===== config.mk =====
export PLATFORM = sky130hd
export DESIGN_NAME = apb_master_bridge
export DESIGN_NICKNAME = d
export VERILOG_FILES = /design/src/rtl/apb_master_pkg.sv /design/src/rtl/apb_addr_decoder.sv /design/src/rtl/apb_master_bridge.sv
export SDC_FILE = /design/constraint.sdc
export NUM_CORES = 1
export LEC_CHECK = 0
export CAP_MARGIN = 10
export CORE_AREA = 5 5 115 117
export DETAILED_ROUTE_END_ITERATION = 16
export DIE_AREA = 0 0 120 122
export GPL_TIMING_DRIVEN = 1
export PLACE_DENSITY = 0.75
export SLEW_MARGIN = 20
export SYNTH_ARGS = -nofsm -noshare
export SYNTH_HDL_FRONTEND = slang
export SYNTH_SLANG_ARGS = --single-unit

===== constraint.sdc =====
create_clock -name pclk -period 2.5 [get_ports pclk]
set_input_delay 0.75 -clock pclk [delete_from_list [all_inputs] [get_ports pclk]]
set_output_delay 0.75 -clock pclk [all_outputs]
set_load 0.005 [all_outputs]

===== src/rtl/apb_master_pkg.sv =====
// apb_master_pkg
//   Shared types and sizing helpers for the APB4 master bridge and its
//   address decoder.
//   - apb_state_e   : bridge FSM states.
//   - SEL_W/STRB_W  : select-index and strobe widths at the default
//                     configuration (8 completers, 32-bit data).
//   - apb_rsp_t     : response record {rdata, err} at the default data width.
//   - sel_width()   : index width for a given completer count, never below 1.
package apb_master_pkg;

    typedef enum logic [1:0] {
        IDLE   = 2'd0,
        SETUP  = 2'd1,
        ACCESS = 2'd2,
        DECERR = 2'd3
    } apb_state_e;

    function automatic int sel_width(input int n);
        return (n <= 1) ? 1 : $clog2(n);
    endfunction

    localparam int SEL_W  = 3;
    localparam int STRB_W = 4;

    typedef struct packed {
        logic [31:0] rdata;
        logic        err;
    } apb_rsp_t;

endpackage


===== src/rtl/apb_addr_decoder.sv =====
// apb_addr_decoder
//   Purely combinational completer select. Turns the slave index field of an
//   address into a one-hot select vector and flags indices with no completer
//   behind them. Shared with the scoreboard reference model.
//   Ports:
//     idx          in  SEL_W      slave index field
//     sel          out SLAVE_NUM  one-hot select (all zero when out of range)
//     out_of_range out 1          idx >= SLAVE_NUM
module apb_addr_decoder
    import apb_master_pkg::*;
#(
    parameter int SLAVE_NUM = 8,
    parameter int IDX_W     = sel_width(SLAVE_NUM)
) (
    input  logic [IDX_W-1:0]     idx,
    output logic [SLAVE_NUM-1:0] sel,
    output logic                 out_of_range
);

    for (genvar i = 0; i < SLAVE_NUM; i++) begin : g_sel
        assign sel[i] = (idx == IDX_W'(i));
    end

    // One extra bit so the compare works when SLAVE_NUM == 2**IDX_W.
    assign out_of_range = ({1'b0, idx} >= (IDX_W + 1)'(SLAVE_NUM));

endmodule


===== src/rtl/apb_master_bridge.sv =====
// apb_master_bridge
//   APB4 requester. Takes one transfer at a time from a valid/ready request
//   port, runs SETUP then ACCESS on the APB bus, waits for pready (bounded
//   by TIMEOUT_CYCLES), and reports completion on a one-cycle rsp_valid pulse.
//   Ports:
//     pclk, preset_n                    clock, async active-low reset
//     req_valid/req_ready               request handshake
//     req_write/addr/wdata/strb/prot    request payload
//     rsp_valid/rsp_rdata/rsp_err       completion pulse and held result
//     paddr/pwdata/pwrite/penable/psel/pstrb/pprot  APB outputs (registered)
//     prdata/pready/pslverr             APB completer response
module apb_master_bridge
    import apb_master_pkg::*;
#(
    parameter int ADDR_WIDTH     = 32,
    parameter int DATA_WIDTH     = 32,
    parameter int SLAVE_NUM      = 8,
    parameter int SEL_LSB        = 12,
    parameter int TIMEOUT_CYCLES = 16
) (
    input  logic                    pclk,
    input  logic                    preset_n,
    // request side
    input  logic                    req_valid,
    output logic                    req_ready,
    input  logic                    req_write,
    input  logic [ADDR_WIDTH-1:0]   req_addr,
    input  logic [DATA_WIDTH-1:0]   req_wdata,
    input  logic [DATA_WIDTH/8-1:0] req_strb,
    input  logic [2:0]              req_prot,
    // response side
    output logic                    rsp_valid,
    output logic [DATA_WIDTH-1:0]   rsp_rdata,
    output logic                    rsp_err,
    // APB bus
    output logic [ADDR_WIDTH-1:0]   paddr,
    output logic [DATA_WIDTH-1:0]   pwdata,
    output logic                    pwrite,
    output logic                    penable,
    output logic [SLAVE_NUM-1:0]    psel,
    output logic [DATA_WIDTH/8-1:0] pstrb,
    output logic [2:0]              pprot,
    input  logic [DATA_WIDTH-1:0]   prdata,
    input  logic                    pready,
    input  logic                    pslverr
);

    localparam int IDX_W = sel_width(SLAVE_NUM);
    localparam int CNT_W = $clog2(TIMEOUT_CYCLES) + 1;
    localparam logic [CNT_W-1:0] CNT_LAST = CNT_W'(TIMEOUT_CYCLES - 1);

    typedef struct packed {
        logic [DATA_WIDTH-1:0] rdata;
        logic                  err;
    } rsp_t;

    apb_state_e       state;
    logic [CNT_W-1:0] wait_cnt;
    rsp_t             rsp_q;

    logic [SLAVE_NUM-1:0] dec_sel;
    logic                 dec_err;

    apb_addr_decoder #(
        .SLAVE_NUM (SLAVE_NUM),
        .IDX_W     (IDX_W)
    ) u_dec (
        .idx          (req_addr[SEL_LSB +: IDX_W]),
        .sel          (dec_sel),
        .out_of_range (dec_err)
    );

    // Ready is a decode of the state register, so it is glitch-free and
    // high as soon as the bridge sits in IDLE (including right after reset).
    assign req_ready = (state == IDLE);
    assign rsp_rdata = rsp_q.rdata;
    assign rsp_err   = rsp_q.err;

    always_ff @(posedge pclk or negedge preset_n) begin
        if (!preset_n) begin
            state     <= IDLE;
            wait_cnt  <= '0;
            paddr     <= '0;
            pwdata    <= '0;
            pwrite    <= 1'b0;
            penable   <= 1'b0;
            psel      <= '0;
            pstrb     <= '0;
            pprot     <= '0;
            rsp_valid <= 1'b0;
            rsp_q     <= '0;
        end else begin
            rsp_valid <= 1'b0;
            case (state)
                IDLE: begin
                    if (req_valid) begin
                        paddr    <= req_addr;
                        pwrite   <= req_write;
                        pprot    <= req_prot;
                        // Reads never carry data or strobes onto the bus.
                        pwdata   <= req_write ? req_wdata : '0;
                        pstrb    <= req_write ? req_strb  : '0;
                        wait_cnt <= '0;
                        if (dec_err) begin
                            state <= DECERR;
                        end else begin
                            psel  <= dec_sel;
                            state <= SETUP;
                        end
                    end
                end

                SETUP: begin
                    penable <= 1'b1;
                    state   <= ACCESS;
                end

                ACCESS: begin
                    if (penable && pready) begin
                        rsp_valid   <= 1'b1;
                        rsp_q.err   <= pslverr;
                        rsp_q.rdata <= (!pwrite && !pslverr) ? prdata : '0;
                        psel        <= '0;
                        penable     <= 1'b0;
                        state       <= IDLE;
                    end else if (wait_cnt == CNT_LAST) begin
                        // Completer never answered: abandon the transfer.
                        rsp_valid   <= 1'b1;
                        rsp_q.err   <= 1'b1;
                        rsp_q.rdata <= '0;
                        psel        <= '0;
                        penable     <= 1'b0;
                        state       <= IDLE;
                    end else if (wait_cnt != '1) begin
                        wait_cnt <= wait_cnt + 1'b1;
                    end
                end

                DECERR: begin
                    rsp_valid   <= 1'b1;
                    rsp_q.err   <= 1'b1;
                    rsp_q.rdata <= '0;
                    state       <= IDLE;
                end

                default: state <= IDLE;
            endcase
        end
    end

endmodule


After elaboration in Yosys (flattened, before gate mapping)

Index checks and enable logic that the tools add are counted.
Widths: inputs -> output; s select.

Input port bits: 109
Bits in registers: 122
Word-level logic and storage cells: 70

Reductions and logical operators: 15
Mux-type cells: 25
Equal/unequal tests: 17
Add/subtract/negate cells: 1

Operators with widths:

| operator            | number |
|---|---|
| $mux 33             | 2 |
| $pmux 33 s2         | 1 |
| $mux 32             | 2 |
| $mux 8              | 3 |
| $mux 5              | 4 |
| $pmux 8 s2          | 1 |
| $eq 3x3->1 const B  | 4 |
| $pmux 5 s2          | 1 |
| $ne 2x2->1 const B  | 4 |
| $pmux 2 s4          | 1 |
| $reduce_and 2->1    | 4 |
| $eq 3x2->1 const B  | 2 |
| $mux 2              | 3 |
| $reduce_bool 2->1   | 3 |
| $add 5x1->5 const B | 1 |
| $eq 5x4->1 const B  | 1 |
| $ne 5x5->1 const B  | 1 |
| $reduce_and 5->1    | 1 |
| $eq 2x2->1 const B  | 2 |
| $mux 1              | 4 |
| $mux 4              | 1 |
| $pmux 1 s2          | 2 |
| $eq 3x1->1 const B  | 1 |
| $logic_not 3->1     | 1 |
| 6 further kinds     | 8 |

Longest topological paths before layout

Depth after elaboration: 5
Depth in mapped cells: 7

Modules after synthesis

A second synthesis with hierarchy kept.

Cells, all modules: 469
Area, all modules: 5086.1 sq um

By module, submodules not included:

| module            | instances | sequential area each (sq um) | area each (sq um) | cells each |
|---|---|---|---|---|
| apb_master_bridge | 1         | 3052.9                       | 5009.8            | 459 |
| apb_addr_decoder  | 1         | 0.0                          | 76.3              | 10 |

Worst setup path before layout

No wires, ideal clock.

Kind: flip-flop to flip-flop
Start point: register wait_cnt[0]
End point: register wait_cnt[2]
Clock period less this slack: 2066 ps
Cell stages (with the launch flop): 7
Path slack: 434 ps
Arrival: 1940 ps
Cell sequence: dfrtp_1 > ha_1 > and3_1 > ha_1 > or3b_1 > o21a_2 > a221o_1

Longest elaborated chain between the ends: 5

Ends and longest elaborated chain:

| element                  | line                     | source |
|---|---|---|
| start: declaration       | apb_master_bridge.sv:58  | `logic [CNT_W-1:0] wait_cnt;` |
| start signal: assignment | apb_master_bridge.sv:135 | `wait_cnt <= wait_cnt + 1'b1;` |
| $add 5x1->5              | apb_master_bridge.sv:135 |  |
| $mux 5                   | apb_master_bridge.sv:134 | `end else if (wait_cnt != '1) begin` |
| $mux 5                   | apb_master_bridge.sv:126 | `end else if (wait_cnt == CNT_LAST) begin` |
| $mux 5                   | apb_master_bridge.sv:119 | `if (penable && pready) begin` |
| $pmux 5 s2               | apb_master_bridge.sv:94  | `case (state)` |

Several ways; a longest one is shown, not always the timed one. The select of a mux whose other input is x is not followed.
A chain may end at the register's enable or synchronous reset.

Final worst setup path

Start point: register state[1]
End point: output req_ready

Longest elaborated chain between the ends: 1

Ends and longest elaborated chain:

| element                  | line                     | source |
|---|---|---|
| start: declaration       | apb_master_bridge.sv:57  | `apb_state_e state;` |
| start signal: assignment | apb_master_bridge.sv:81  | `state <= IDLE;` |
| start signal: assignment | apb_master_bridge.sv:105 | `state <= DECERR;` |
| start signal: assignment | apb_master_bridge.sv:108 | `state <= SETUP;` |
| $logic_not 2->1          | apb_master_bridge.sv:75  | `assign req_ready = (state == IDLE);` |
| end: declaration         | apb_master_bridge.sv:25  | `output logic req_ready,` |

No other way between the ends.

==> impl_results.html <==
<table>
<tr><th>Metric</th><th>Value</th></tr>
<tr><th colspan="2">Run status</th></tr>
<tr><td>Outcome</td><td>complete, no violations</td></tr>
<tr><th colspan="2">Die</th></tr>
<tr><td>Y dimension of the die</td><td>122 um</td></tr>
<tr><td>Core Area</td><td>12300 um^2</td></tr>
<tr><td>Number of cell rows</td><td>41</td></tr>
<tr><td>Initial core utilization</td><td>39.0%</td></tr>
<tr><td>Die Outline Area</td><td>14600 um^2</td></tr>
<tr><td>Chip width</td><td>120 um</td></tr>
<tr><td>I/O pin cnt</td><td>225</td></tr>
<tr><th colspan="2">Yosys</th></tr>
<tr><td>Number of synthesized flops with an enable pin</td><td>0</td></tr>
<tr><td>Sequential fraction of the synthesis area</td><td>63.8%</td></tr>
<tr><td>Top cells by area, synth</td><td>dfrtp_1 64%, mux2_2 11%, a22o_1 5.9%, nand2_1 5.8%, o21ai_0 3.9%</td></tr>
<tr><td>Warnings from Yosys</td><td>0</td></tr>
<tr><td>Largest area contributor in the netlist</td><td>dfrtp_1</td></tr>
<tr><td>Number of instances in the synthesized netlist</td><td>382</td></tr>
<tr><td>Most frequently used cell type in the post-synthesis netlist</td><td>dfrtp_1</td></tr>
<tr><td>Post-synthesis register bit count</td><td>122</td></tr>
<tr><td>Top cell types by occurrence after synthesis</td><td>122 x dfrtp_1, 74 x nand2_1, 46 x mux2_2</td></tr>
<tr><td>Netlist cell types</td><td>35</td></tr>
<tr><td>Fraction of post-synthesis cell area in the top cell type by area</td><td>63.8%</td></tr>
<tr><td>Mapped cell area</td><td>4790 um^2</td></tr>
<tr><td>Async S/R FF share, synth</td><td>100%</td></tr>
<tr><td>Synth Net Count</td><td>494</td></tr>
<tr><td>Synthesized area divided by synthesized cell count</td><td>12.5 um^2</td></tr>
<tr><td>Dominant register cell in the synthesized netlist</td><td>dfrtp_1</td></tr>
<tr><th colspan="2">Finish</th></tr>
<tr><td>Area of combinational cells with multiple inputs</td><td>1580 um^2</td></tr>
<tr><td>Sequential Area</td><td>3050 um^2</td></tr>
<tr><td>NumNets Final</td><td>721</td></tr>
<tr><td>Post-synthesis to final-layout area growth</td><td>61.0%</td></tr>
<tr><td>Filler-free cell count of the finished design</td><td>771</td></tr>
<tr><td>Layout cells sized above 1</td><td>14.7%</td></tr>
<tr><td>Filler cell count in the final layout</td><td>1001</td></tr>
<tr><td>Inserted Diodes</td><td>0</td></tr>
<tr><th colspan="2">GRT</th></tr>
<tr><td>Total routing resource utilization after global routing</td><td>17.5%</td></tr>
<tr><td>Vias in the first global route</td><td>4025</td></tr>
<tr><td>Wire length of the first global-routing pass</td><td>20300 um</td></tr>
<tr><td>Residual overflow from global routing</td><td>0</td></tr>
<tr><td>Pin count of the biggest net entering global routing</td><td>123</td></tr>
<tr><td>Initial antenna violation count</td><td>0</td></tr>
<tr><th colspan="2">Clock network</th></tr>
<tr><td>Clock tree root driver cell</td><td>clkbuf_16</td></tr>
<tr><td>Total clock buffers created by CTS</td><td>17</td></tr>
<tr><td>Post-cts sizing count</td><td>0</td></tr>
<tr><td>Clock Sinks</td><td>122</td></tr>
<tr><td>Clock tree from TritonCTS</td><td>yes</td></tr>
<tr><td>CTS H-tree depth</td><td>4</td></tr>
<tr><td>Clk_lat worst skew</td><td>0.40 ns</td></tr>
<tr><td>Setup bufs post-CTS</td><td>0</td></tr>
<tr><td>Clock edge transition at the registers on the reported setup and hold paths</td><td>0.05 ns</td></tr>
<tr><td>Number of buffers on the longest clock path</td><td>2</td></tr>
<tr><td>CTS Hold Buffers Added</td><td>0</td></tr>
<tr><th colspan="2">Pwr</th></tr>
<tr><td>Leakage power of the design</td><td>3.39 nW</td></tr>
<tr><td>IR drop worst, VDD</td><td>495 uV</td></tr>
<tr><td>Areal power density over the cells</td><td>1140 nW/um^2</td></tr>
<tr><th colspan="2">Worst setup path</th></tr>
<tr><td>Type of origin of the critical path</td><td>register</td></tr>
<tr><td>Critical Path AT</td><td>1.61 ns</td></tr>
<tr><td>Critical path peak fanout</td><td>9</td></tr>
<tr><td>Data required time of the critical path</td><td>1.75 ns</td></tr>
<tr><td>Slack of the worst reg-to-reg path</td><td>0.28 ns</td></tr>
<tr><td>Crit Path Class</td><td>register to primary output</td></tr>
<tr><td>Critical Path Sink Type</td><td>primary output</td></tr>
<tr><th colspan="2">Route</th></tr>
<tr><td>Wire length on met2</td><td>6180 um</td></tr>
<tr><td>Total Wirelength</td><td>12600 um</td></tr>
<tr><td>Routed via count divided by cell count</td><td>4.85</td></tr>
<tr><td>Number of DRC markers in iteration 0</td><td>151</td></tr>
<tr><td>Length of routed met3 wiring</td><td>1030 um</td></tr>
<tr><td>Vias after detailed routing</td><td>3739</td></tr>
<tr><td>Antenna-violating nets left</td><td>0</td></tr>
<tr><td>Max layer used</td><td>met4</td></tr>
<tr><td>Detail-routed net length per standard cell</td><td>16.4 um</td></tr>
<tr><td>DRC viols</td><td>0</td></tr>
<tr><td>Number of detailed-route iterations in the first pass</td><td>4</td></tr>
<tr><td>Met1 routed wirelength after detailed routing</td><td>5160 um</td></tr>
<tr><th colspan="2">STA</th></tr>
<tr><td>Max Slew Vio Count</td><td>0</td></tr>
<tr><td>Slew at the pin with the worst max-slew slack</td><td>0.635 ns</td></tr>
<tr><td>Fmax achieved</td><td>423 MHz</td></tr>
<tr><td>Final worst setup slack</td><td>0.138 ns</td></tr>
<tr><td>Setup TNS</td><td>0 ns</td></tr>
<tr><td>Share of the clock period used by the worst path</td><td>94.5%</td></tr>
<tr><td>Time the final worst path needs with I/O delays and setup</td><td>2.36 ns</td></tr>
<tr><td>Worst Skew</td><td>0.00567 ns</td></tr>
<tr><td>Relative max-transition margin</td><td>57.7%</td></tr>
<tr><td>Final hold violation count</td><td>0</td></tr>
<tr><td>Final setup violation count</td><td>0</td></tr>
<tr><td>Setup repair after global routing missed its margin</td><td>no</td></tr>
<tr><th colspan="2">Flow run</th></tr>
<tr><td>Number of max-cap violations</td><td>0</td></tr>
<tr><th colspan="2">Placement</th></tr>
<tr><td>Placed insts</td><td>740</td></tr>
<tr><td>Pre-CTS setup slack</td><td>0.166 ns</td></tr>
<tr><td>HPWL after DPL</td><td>9170 um</td></tr>
<tr><td>RD Place Congestion</td><td>0.713</td></tr>
<tr><td>IO buf count</td><td>224</td></tr>
<tr><th colspan="2">Worst hold path</th></tr>
<tr><td>Worst hold path class</td><td>primary input to async pin</td></tr>
</table>
[where the power goes]
part           total [mW]  switching, mW  internal, mW
Combinational        3.39           1.20          2.19
Sequential           3.30          0.485          2.82
Clock                2.11          0.813          1.30
Total                8.80           2.50          6.30
[critical path, cell delays in order (launching register included)]
cell             delay (ns)
dfrtp_1                0.48
nor2_1                 0.18
clkdlybuf4s50_1        0.55
[routing by layer]
metal  vias to the layer above  track usage [%]
met4                         0             6.80
met3                        20             6.87
met5                         -                0
li1                       1783                -
met2                       139             28.6
met1                      1797             21.1
[final cells by class]
class,count,share of cell area (%)
Clock buffer,22,6.02
Clock inverter,9,0.649
Inverter,4,0.195
Multi-Input combinational cell,230,20.6
Sequential cell,122,39.6
Tap cell,150,2.44
Timing Repair Buffer,234,30.5
[flip-flops by register name (all words and copies together), names as in the netlist]
name and flops:
paddr 32, pwdata 32, rsp_rdata 32, psel 8, wait_cnt 5, pstrb 4, pprot 3, state 2
penable 1, pwrite 1, rsp_err 1, rsp_valid 1
[metrics by stage]
| step | power, mW | hold WS (ns) | utilization, % | instance area [um^2] |
|---|---|---|---|---|
| after global routing | 9.36 | 0.496 | 62.9 | 7710 |
| final | 8.80 | 0.437 | 62.9 | 7710 |
| after detailed placement | 6.77 | 0.475 | 58.7 | 7190 |
| after floorplan | 4.55 | 0.454 | - | 4790 |
| after global placement | 6.65 | 0.460 | 58.7 | 7190 |
| after CTS | 8.94 | 0.474 | 62.9 | 7710 |
[cells in the final DEF, fill, tap and decap left out, drive strengths merged, types with 2 or more instances in the layout]
cell | Yosys | routed
clkdlybuf4s50 | 0 | 223
nand2b | 2 | 2
clkbuf | 16 | 22
clkinvlp | 0 | 2
nand2 | 74 | 74
and4b | 2 | 2
dfrtp | 122 | 122
nor2b | 3 | 3
a21o | 2 | 2
a22o | 32 | 32
inv | 4 | 4
nor2 | 5 | 5
buf | 10 | 11
mux2 | 46 | 46
clkinv | 0 | 7
ha | 3 | 3
o21ai | 38 | 38
nor4b | 3 | 3
nor3 | 2 | 2
or3b | 2 | 2
nor4 | 3 | 3
[cells by family (layout without fill, tap and decap cells)]
family | after synthesis | after routing | synth area share [%]
DFF | 122 | 122 | 63.8
and+or+nand+nor | 101 | 101 | 9.62
AOI/OAI and AO/OA | 79 | 79 | 11.4
muxes | 46 | 46 | 10.8
buffers and inverters | 30 | 269 | 3.40
adders and majority gates | 3 | 3 | 0.784
xor gates and xnor gates | 1 | 1 | 0.183
[path summary, 6_finish.rpt]
path	startpoint	cells after the start	endpoint
setup / recovery	state[1]$_DFFE_PN0P_	2	req_ready
hold / removal	preset_n	2	paddr[23]$_DFFE_PN0P_
setup reg to reg	wait_cnt[0]$_DFFE_PN0P_	6	wait_cnt[2]$_DFFE_PN0P_
hold reg to reg	pwdata[4]$_DFFE_PN0P_	2	pwdata[4]$_DFFE_PN0P_
max in group asynchronous	preset_n	2	pwdata[22]$_DFFE_PN0P_
min in group pclk	pwdata[4]$_DFFE_PN0P_	2	pwdata[4]$_DFFE_PN0P_
Note: power is estimated with default switching activity, not from simulation.
